`config.mk`:
```
export PLATFORM = sky130hd
export DESIGN_NAME = iomem_arbiter
export DESIGN_NICKNAME = d
export VERILOG_FILES = /design/src/rtl/iomem_arbiter.sv
export SDC_FILE = /design/constraint.sdc
export NUM_CORES = 1
export LEC_CHECK = 0
export BUFFER_PORTS_ARGS = -buffer_cell sky130_fd_sc_hd__buf_2
export CAP_MARGIN = 20
export CELL_PAD_IN_SITES_DETAIL_PLACEMENT = 1
export CELL_PAD_IN_SITES_GLOBAL_PLACEMENT = 1
export CORE_AREA = 5 5 118 120
export DETAILED_ROUTE_END_ITERATION = 8
export DIE_AREA = 0 0 123 125
export GPL_TIMING_DRIVEN = 0
export PLACE_DENSITY = 0.81
export REMOVE_ABC_BUFFERS = 1
export SYNTH_ARGS = -nofsm -noshare
export SYNTH_HDL_FRONTEND = slang
export SYNTH_SLANG_ARGS = --single-unit
```
`constraint.sdc`:
```
create_clock -name ck -period 2.65 [get_ports ck]
set_input_delay 0.265 -clock ck [delete_from_list [all_inputs] [get_ports ck]]
set_output_delay 0.265 -clock ck [all_outputs]
set_load 0.05 [all_outputs]
```
`src/rtl/iomem_arbiter.sv`:
```
// ============================================================================
//  Module      : iomem_arbiter
//  Description : Two-master round-robin arbiter with bus timeout for the
//                PicoRV32 iomem bus.
//  Revision    : 1.0 - initial release
// ============================================================================
`default_nettype none

module iomem_arbiter #(
  parameter int          TIMEOUT  = 255,
  parameter int          TW       = 8,
  parameter logic [31:0] ERR_DATA = 32'hDEADBEEF
) (
  input  logic        ck,
  input  logic        rst,
  input  logic        m0_valid,
  input  logic [3:0]  m0_wstrb,
  input  logic [31:0] m0_addr,
  input  logic [31:0] m0_wdata,
  output logic        m0_ready,
  output logic [31:0] m0_rdata,
  input  logic        m1_valid,
  input  logic [3:0]  m1_wstrb,
  input  logic [31:0] m1_addr,
  input  logic [31:0] m1_wdata,
  output logic        m1_ready,
  output logic [31:0] m1_rdata,
  output logic        s_valid,
  output logic [3:0]  s_wstrb,
  output logic [31:0] s_addr,
  output logic [31:0] s_wdata,
  input  logic        s_ready,
  input  logic [31:0] s_rdata,
  output logic        timeout
);

  typedef enum logic [1:0] {
    ST_IDLE = 2'd0,
    ST_GNT0 = 2'd1,
    ST_GNT1 = 2'd2
  } state_t;

  localparam logic [TW-1:0] c_CNT_LAST = TW'(TIMEOUT - 1);

  state_t        r_state;
  state_t        w_state_nxt;
  logic          r_last;
  logic          w_last_nxt;
  logic [TW-1:0] r_cnt;
  logic [TW-1:0] w_cnt_nxt;

  logic          w_sel1;
  logic          w_req;
  logic          w_expired;
  logic [31:0]   w_rdata;

  assign w_sel1    = (r_state == ST_GNT1);
  assign w_req     = w_sel1 ? m1_valid : m0_valid;
  assign w_expired = (r_cnt == c_CNT_LAST);
  // A real slave response always takes precedence over the timeout.
  assign w_rdata   = s_ready ? s_rdata : ERR_DATA;

  always_ff @(posedge ck or negedge rst) begin
    if (!rst) begin
      r_state <= ST_IDLE;
      r_last  <= 1'b1;
      r_cnt   <= '0;
    end else begin
      r_state <= w_state_nxt;
      r_last  <= w_last_nxt;
      r_cnt   <= w_cnt_nxt;
    end
  end

  always_comb begin
    w_state_nxt = r_state;
    w_last_nxt  = r_last;
    w_cnt_nxt   = r_cnt;
    s_valid     = 1'b0;
    s_wstrb     = 4'h0;
    s_addr      = 32'h0;
    s_wdata     = 32'h0;
    m0_ready    = 1'b0;
    m1_ready    = 1'b0;
    m0_rdata    = 32'h0;
    m1_rdata    = 32'h0;
    timeout     = 1'b0;

    case (r_state)
      ST_IDLE: begin
        w_cnt_nxt = '0;
        if (m0_valid && m1_valid) begin
          w_state_nxt = r_last ? ST_GNT0 : ST_GNT1;
        end else if (m0_valid) begin
          w_state_nxt = ST_GNT0;
        end else if (m1_valid) begin
          w_state_nxt = ST_GNT1;
        end
      end
      ST_GNT0, ST_GNT1: begin
        if (!w_req) begin
          // Granted master withdrew its request: abandon without a response.
          w_state_nxt = ST_IDLE;
        end else begin
          s_valid = 1'b1;
          s_wstrb = w_sel1 ? m1_wstrb : m0_wstrb;
          s_addr  = w_sel1 ? m1_addr  : m0_addr;
          s_wdata = w_sel1 ? m1_wdata : m0_wdata;
          if (s_ready || w_expired) begin
            w_state_nxt = ST_IDLE;
            w_last_nxt  = w_sel1;
            timeout     = !s_ready;
            if (w_sel1) begin
              m1_ready = 1'b1;
              m1_rdata = w_rdata;
            end else begin
              m0_ready = 1'b1;
              m0_rdata = w_rdata;
            end
          end else begin
            w_cnt_nxt = r_cnt + TW'(1);
          end
        end
      end
      default: w_state_nxt = ST_IDLE;
    endcase
  end

endmodule

`default_nettype wire

```
==> results of run 1 <==
[routing by layer]
layer / vias to the layer above / share of wire / routed length (um)
met3: 10 / 0.12 / 1530
li1: 1700 / - / -
met4: 4 / 0.0087 / 107
met2: 196 / 0.49 / 6050
met5: - / 0.0028 / 34
met1: 1557 / 0.37 / 4570
[state kept, by name (all words and copies together), names as in the netlist]
signal and flops:
r_cnt 8, r_last 1, r_state 2
[power by group through the flow]
| stage | Sequential, mW | Combinational (mW) | Clock [mW] |
|---|---|---|---|
| 2_1_floorplan | 0.241 | 3.14 | 0 |
| 3_3_place_gp | 0.247 | 3.71 | 0 |
| 3_5_place_dp | 0.254 | 4.07 | 0 |
| 4_1_cts | 0.253 | 4.13 | 0.282 |
| 5_1_grt | 0.260 | 4.35 | 0.293 |
| 6_report | 0.252 | 4.12 | 0.275 |
[area by class of cell]
type / instances / area [sq um] / area share
clock buffers: 4 / 78.8 / 0.0196
inverters: 10 / 37.5 / 0.00933
multi-input cells: 289 / 1810 / 0.449
flip-flops and latches: 11 / 277 / 0.0687
well taps: 176 / 220 / 0.0547
repair buffers: 312 / 1600 / 0.398
[what timing repair did]
item,4_1_cts,5_1_grt
gates resized for setup,6,2
gates cloned,0,0
setup buffers,1,1
pin swaps,2,0
hold endpoints to repair,10,0
endpoints found under the setup margin,122,113
hold buffers,1,0
[final timing paths]
kind                                    to  slack, ns
worst min register to register    r_cnt[5]       0.52
worst max-delay path            s_wdata[9]       0.15
worst min-delay path            r_state[0]       0.43
max in group asynchronous           r_last       1.94
worst max register to register    r_cnt[7]       0.34
min in group asynchronous         r_cnt[4]       0.45
[critical path, delay by kind of cell (launching register included)]
family | cells | cell delay, ns
flip-flops | 1 | 0.37
AND/OR/NAND/NOR | 2 | 0.47
multiplexers | 1 | 0.37
buffers and inverters | 2 | 0.36
adder cells (fa/ha/maj) | 1 | 0.35
[through the flow]
stage / std cells / worst slack [ns]
finish: 802 / 0.147
global placement: 794 / -3.80
global route: 802 / 0.0304
floorplan: 310 / -2.54
detailed placement: 795 / -0.294
CTS: 801 / 0.0146
[cell families after synthesis]
kind of cell,Yosys count,synth area share
buffers and inverters,38,0.0845
AO/OA/AOI/OAI,23,0.0766
flip-flops,11,0.124
AND/OR/NAND/NOR,191,0.370
multiplexers,71,0.322
adder cells (fa/ha/maj),4,0.0225
[synthesized netlist by cell type (2+ instances only)]
cell type	n	area (sq um)
nor2_1	133	499
mux2i_1	70	701
nor2b_1	25	156
buf_2	15	75.1
nand2_1	14	52.6
dfrtp_1	10	250
clkbuf_1	8	30.0
inv_1	7	26.3
nand3_1	5	25.0
ha_1	4	50.1
a31oi_1	3	18.8
buf_4	3	22.5
inv_2	3	11.3
nand2b_1	3	18.8
nor3_1	3	15.0
o211ai_1	3	22.5
a21oi_1	2	10.0
a311o_1	2	20.0
buf_6	2	22.5
nand4_1	2	12.5
o31ai_1	2	15.0
[layout by cell type (no fill, tap or decap), types with 3 or more instances in the layout]
cell type  instances
dfrtp_1           10
a31oi_1            3
o211ai_1           3
nand2_1           14
nor2_1           133
nor3_1             3
inv_2              3
clkbuf_16          3
nor2b_1           25
buf_2            308
inv_1              7
nand3_1            4
mux2i_1           70
==> results.yml, run 1 <==
status:
  status: "finished, final reports clean"
pwr:
  switching_share: 0.681
  pwr-share-comb: 0.887
  seqPwrFrac: 0.054
  p_int_mw: 1.48
  switchingPower_mw: 3.17
  p_leak_nw: 2.40
  vdd_drop_max_uv: 466
  fin_total_pwr_mw: 4.65
  powerDensity_nw_per_um2: 1160
  p_clk_frac: 0.059
critical_path:
  crit_type: "reg -> out"
  cp-startpoint: "r_state[0]"
  worst-r2r-cell-count: 7
  critical_path_peak_fanout: 80
  cpPeakStageDelay_ns: 0.37
  cp.required_ns: 2.38
  end_kind: "output port"
  cp_slowest_cell: "dfrtp_1"
  cp_cell_sequence: "inv_1 -> ha_4 -> mux2_4 -> nand2_8 -> nor2_1 -> buf_2"
  cp.arrival_ns: 2.24
  reg2reg_from: "r_state[0]"
  cp-start-kind: "register"
grt:
  grt_usage: 0.142
  grt_use_met3: 0.0470
  grt_overflow: 0
  antenna_found_initial: 2
  busiest_layer: "met2"
  grt_use_met1: 0.154
  grt_pass1_wl_um: 18000
  grt_max_degree: 81
  grt_pass1_vias: 3464
  met2_usage: 0.271
timing:
  drv_slew: 0
  timing.fmax_mhz: 399
  timing.setup.tns_ns: 0
  hold_viol: 0
  fin_crit_sh: 0.945
  grt_setup_unrepaired: "no"
  slew_headroom: 0.637
  tightestPinTransition_ns: 0.545
  fin_skew_ns: 0.00257
  whs_ns: 0.429
  setup_viol: 0
  fin_crit_ns: 2.50
finish:
  n_fill_cell: 1746
  synthToLayoutAreaGrowth_pct: 81.0
  post-route-util: 0.312
  layout-drive-gt1-share: 0.522
  design_area_sq_um: 4020
  nets: 804
  antenna_cells: 0
cts:
  tritoncts: "done"
  clk_latency_ns: 0.24
  clkSinkCount: 11
  cts_root_buffer: "clkbuf_16"
  clock_path_buffers: 2
  cts_buffers: 3
  clk_pin_slew_ns: 0.04
  cts_htree_levels: 1
synthesis:
  netlist_area_sq_um: 2220
  ys_warn_count: 0
  syn_inst: 338
  synth_edf_count: 0
  synth.avg_cell_area_sq_um: 6.57
  synth_cell_types: 40
  synth-seq-cells: 11
  ys_seq_area_frac: 0.124
  ys_async_sr_fraction: 1.00
  synth_flop_cell: "dfrtp_1"
place:
  post-dp-hpwl_um: 10500
  io_buffers: 308
  placed_area_sq_um: 3880
  gp_congestion: 0.796
floorplanning:
  start_util: 0.173
  die_x_um: 123
  dieHeight_um: 125
  pin_count: 309
  coreArea_sq_um: 12900
  die_area_sq_um: 15400
  fp-row-count: 42
min_path:
  hp-class: "in -> reg"
  hold-path-cell-count: 3
  min_from: "m1_valid"
drt:
  drtIter0Drc: 48
  wl_per_cell_um: 15.3
  ant_nets: 0
  drc: 0
  first_pass_iters: 4
  vias_per_cell: 4.32
  num_vias: 3467
  route.final.wire_length_um: 12300
run:
  cap_violations: 0
Note: power is estimated with default switching activity, not from simulation.
==> inputs of run 2 (changes only) <==
--- a/config.mk
+++ b/config.mk
@@ -14,7 +14,6 @@
 export DIE_AREA = 0 0 123 125
 export GPL_TIMING_DRIVEN = 0
 export PLACE_DENSITY = 0.81
-export REMOVE_ABC_BUFFERS = 1
 export SYNTH_ARGS = -nofsm -noshare
 export SYNTH_HDL_FRONTEND = slang
 export SYNTH_SLANG_ARGS = --single-unit
==> results.yml, run 2 (synthesis gave the netlist of run 1 again) <==
status:
  status: "finished, final reports clean"
pwr:
  powerDensity_nw_per_um2: 1150
  p_leak_nw: 2.46
  vdd_drop_max_uv: 503
critical_path:
  cpPeakStageDelay_ns: 0.59
  critical_path_peak_fanout: 10
  end_kind: "output port"
  cp.required_ns: 2.38
  worst-r2r-cell-count: 6
  cp.depth: 7
  cp_num_buf_inv: 4
  cp.arrival_ns: 2.26
  cp_cell_sequence: "inv_1 -> ha_1 -> clkbuf_4 -> clkbuf_1 -> mux2i_1 -> nor2_1 -> buf_2"
  critPathTopFamily: "buffers and inverters"
  crit_type: "reg -> out"
  cp_slowest_cell: "clkbuf_1"
  cp-start-kind: "register"
place:
  io_buffers: 308
  placed_cells: 822
  dp_slack_ns: 0.109
  gp_congestion: 0.837
  post-dp-hpwl_um: 11200
grt:
  grt_pass1_wl_um: 18700
  antenna_found_initial: 0
  grt_max_degree: 12
  grt_pass1_vias: 3620
  grt_overflow: 0
  grt_usage: 0.151
timing:
  drv_slew: 0
  setup_viol: 0
  fin_ws_ns: 0.127
  grt_setup_unrepaired: "no"
  fin_skew_ns: 0.00114
  hold_viol: 0
  timing.fmax_mhz: 396
  fin_crit_ns: 2.52
  slew_headroom: 0.507
  tightestPinTransition_ns: 0.740
  fin_crit_sh: 0.952
  timing.setup.tns_ns: 0
drt:
  vias_per_cell: 4.29
  num_vias: 3549
  first_pass_iters: 4
  route.final.wire_length_um: 12700
  drc: 0
  drtIter0Drc: 55
  ant_nets: 0
  wl_per_cell_um: 15.4
cts:
  cts_buffers: 3
  clock_path_buffers: 2
  clk_latency_ns: 0.24
  clkSinkCount: 11
  cts_htree_levels: 1
  cts_root_buffer: "clkbuf_16"
  tritoncts: "done"
  clk_pin_slew_ns: 0.04
finish:
  antenna_cells: 0
  final_common_cell: "buf_2"
  synthToLayoutAreaGrowth_pct: 86.8
  layout-drive-gt1-share: 0.526
  top_register: "r_cnt"
  reg_top3: "r_cnt: 8 flops, r_state: 2 flops, r_last: 1 flops"
  largest_reg_flops: 8
  nets: 830
  mostFrequentLayoutCells: "307 x buf_2, 132 x nor2_1, 70 x mux2i_1, 25 x nor2b_1, 14 x nand2_1"
  fin_cells: 828
  n_fill_cell: 1775
floorplanning:
  die_x_um: 123
  start_util: 0.173
  pin_count: 309
  dieHeight_um: 125
  coreArea_sq_um: 12900
  die_area_sq_um: 15400
  fp-row-count: 42
synthesis:
  synth_fp_nets: 515
min_path:
  hp-class: "in -> async"
run:
  cap_violations: 0
[run 2: final timing paths]
path | start | to | slack, ns
min in group ck | m1_valid | r_state[0] | 0.46
setup / recovery | r_state[0] | s_wdata[8] | 0.13
hold reg to reg | r_cnt[5] | r_cnt[5] | 0.49
setup reg to reg | r_cnt[0] | r_cnt[7] | 0.68
hold / removal | rst | r_cnt[7] | 0.45
max in group asynchronous | rst | r_last | 1.93
[run 2: through the flow]
stage	total power, mW	hold slack [ns]	area, sq um	utilization
after floorplan	3.39	-0.0306	2220	-
after global routing	5.04	0.476	4150	0.322
after global placement	4.39	0.150	3980	0.309
final	4.77	0.450	4150	0.322
after detailed placement	4.43	0.159	3980	0.309
after CTS	4.77	0.430	4100	0.318
[run 2: cell type report]
cell class	instances	area, sq um	area share
Timing Repair Buffer	310	1580	0.380
Sequential cell	11	277	0.0666
Clock buffer	4	78.8	0.0190
Buffer	28	181	0.0437
Multi-Input combinational cell	289	1780	0.428
Inverter	10	37.5	0.00904
Tap cell	176	220	0.0531
[run 2: repair_timing]
| item | in CTS | in global routing |
|---|---|---|
| hold buffers | 1 | 0 |
| resized for setup | 5 | 23 |
| hold endpoints to repair | 10 | 0 |
| setup endpoints to repair | 101 | 82 |
| buffers inserted | 1 | 0 |
| pin swaps | 1 | 0 |
[run 2: power by group]
part,internal (mW),switching [mW],total (mW)
Clock,0.202,0.0771,0.279
Combinational,1.14,3.11,4.24
Sequential,0.212,0.0379,0.250
[run 2: metal layers]
metal,part of all wire,up-vias,GRT usage
met5,0,-,0
met4,0.016,0,0.0358
met3,0.10,11,0.0321
met2,0.51,187,0.288
met1,0.37,1600,0.168
li1,-,1751,-
==> inputs of run 3 (changes only) <==
==> constraint.sdc (replaced) <==
create_clock -name ck -period 2.65 [get_ports ck]
set_input_delay 0.265 -clock ck [delete_from_list [all_inputs] [get_ports ck]]
set_output_delay 0.265 -clock ck [all_outputs]
set_load 0.1 [all_outputs]
==> results.yml, run 3 (synthesis gave the netlist of run 1 again) <==
drt:
  ant_nets: 0
  first_pass_iters: 4
  wl_per_cell_um: 16.1
  drc: 0
  vias_per_cell: 4.32
  route.final.wire_length_um: 13400
  num_vias: 3574
  drtIter0Drc: 58
finish:
  mostFrequentLayoutCells: "210 x buf_2, 93 x buf_4, 71 x nor2_2, 70 x mux2i_1, 62 x nor2_1"
  layout-drive-gt1-share: 0.638
  antenna_cells: 0
  post-route-util: 0.361
  final_common_cell: "buf_2"
  fin_cells: 828
  reg_top3: "r_cnt: 8 flops, r_state: 2 flops, r_last: 1 flops"
  nets: 830
  synthToLayoutAreaGrowth_pct: 109
  top_register: "r_cnt"
  largest_reg_flops: 8
place:
  io_buffers: 308
  placed_cells: 822
  gp_congestion: 0.864
  post-dp-hpwl_um: 11300
critical_path:
  cp.arrival_ns: 2.31
  reg2reg_slack_ns: 0.65
  crit_type: "reg -> out"
  cp.required_ns: 2.38
  cp-startpoint: "r_state[0]"
  cp_slowest_cell: "dfrtp_1"
  reg2reg_from: "r_state[0]"
  critPathTopFamily: "buffers and inverters"
  cp_cell_sequence: "inv_1 -> ha_1 -> buf_4 -> mux2_4 -> nand2_2 -> buf_6 -> buf_4 -> nor2_2 -> buf_4"
  worst-r2r-cell-count: 8
  cpPeakStageDelay_ns: 0.38
  cp-start-kind: "register"
  crit_path_frequent_cell: "buf_4"
  critical_path_peak_fanout: 10
  end_kind: "output port"
  cp.depth: 9
  cp_num_buf_inv: 5
  r2r-end: "r_cnt[7]"
  crit_end: "s_addr[28]"
timing:
  drv_slew: 0
  tightestPinTransition_ns: 0.506
  fin_skew_ns: 0.00813
  slew_headroom: 0.665
  fin_crit_ns: 2.57
  timing.fmax_mhz: 389
  grt_setup_unrepaired: "yes"
  setup_viol: 0
  hold_viol: 0
  fin_crit_sh: 0.970
floorplanning:
  start_util: 0.173
  die_area_sq_um: 15400
  die_x_um: 123
  dieHeight_um: 125
  fp-row-count: 42
  coreArea_sq_um: 12900
  pin_count: 309
pwr:
  p_int_mw: 1.89
  fin_total_pwr_mw: 7.21
  p_leak_nw: 2.47
  pwr-share-comb: 0.927
  vdd_drop_max_uv: 987
  powerDensity_nw_per_um2: 1550
  switching_share: 0.737
  p_clk_frac: 0.038
  switchingPower_mw: 5.31
  seqPwrFrac: 0.035
grt:
  grt_pass1_vias: 3837
  grt_pass1_wl_um: 19900
  grt_max_degree: 12
  grt_usage: 0.161
  grt_overflow: 0
  antenna_found_initial: 0
synthesis:
  synth_fp_nets: 515
min_path:
  min_from: "m1_valid"
  hp-class: "in -> reg"
cts:
  cts_buffers: 3
  tritoncts: "done"
  clk_pin_slew_ns: 0.05
  cts_htree_levels: 1
  clk_latency_ns: 0.24
  cts_root_buffer: "clkbuf_16"
  clock_path_buffers: 2
  clkSinkCount: 11
run:
  cap_violations: 0
status:
  status: "finished, final reports clean"
run 3: cell count changes in the layout (fill, tap and decap cells not counted), sizes merged:
cell	previous run	this run
buf	319	326
clkbuf	22	15
run 3: power groups by stage:
stage	combinational [mW]	sequential (mW)	clock [mW]
6_report	6.68	0.253	0.275
5_1_grt	6.93	0.259	0.293
4_1_cts	6.52	0.252	0.283
3_5_place_dp	6.30	0.252	0
3_3_place_gp	6.25	0.252	0
2_1_floorplan	5.30	0.241	0
run 3: cell type report:
type / count / area [sq um]
buffer: 28 / 190
clock buffer: 4 / 78.8
sequential: 11 / 277
inverter: 10 / 37.5
fill: 1706 / 8230
multi-input combinational: 289 / 1950
timing repair buffer: 310 / 1890
tap: 176 / 220
run 3: how the worst min path moves through the flow:
| stage | end | slack (ns) | cells after the start |
|---|---|---|---|
| after floorplan | r_cnt[0] | -0.03 | 0 |
| after global placement | r_cnt[0] | 0.15 | 1 |
| after detailed placement | r_cnt[1] | 0.15 | 1 |
| after CTS | r_state[0] | 0.42 | 3 |
| after global routing | r_state[0] | 0.46 | 3 |
| final | r_state[0] | 0.44 | 3 |
run 3: routing by layer:
metal	vias to the layer above	track usage	wire length (um)
met5	-	0	0
met4	0	0.0195	225
met3	16	0.0298	736
met2	115	0.316	7570
met1	1697	0.182	4820
li1	1746	-	-
run 3: repair_timing:
action                                  CTS  global route
resized for setup                        77           110
endpoints found under the hold margin    10             0
buffers inserted                          1             0
pin swaps                                 1             0
gates cloned                              0             0
endpoints found under the setup margin  107            83
hold buffers                              1             0
run 3: worst min-delay path, stage by stage:
cell     delay (ns)
buf_2          0.13
inv_1          0.09
a311o_1        0.15
run 3: per-stage QoR:
| step | setup WS, ns | setup TNS [ns] | hold slack, ns | instance area [sq um] |
|---|---|---|---|---|
| detailed placement | -0.0652 | -0.291 | 0.155 | 4160 |
| global placement | -0.0250 | -0.0268 | 0.154 | 4160 |
| global route | -0.0146 | -0.110 | 0.461 | 4650 |
| finish | 0.0788 | 0 | 0.438 | 4650 |
| floorplan | -0.368 | -16.02 | -0.0306 | 2390 |
| CTS | 0.00856 | 0 | 0.424 | 4450 |
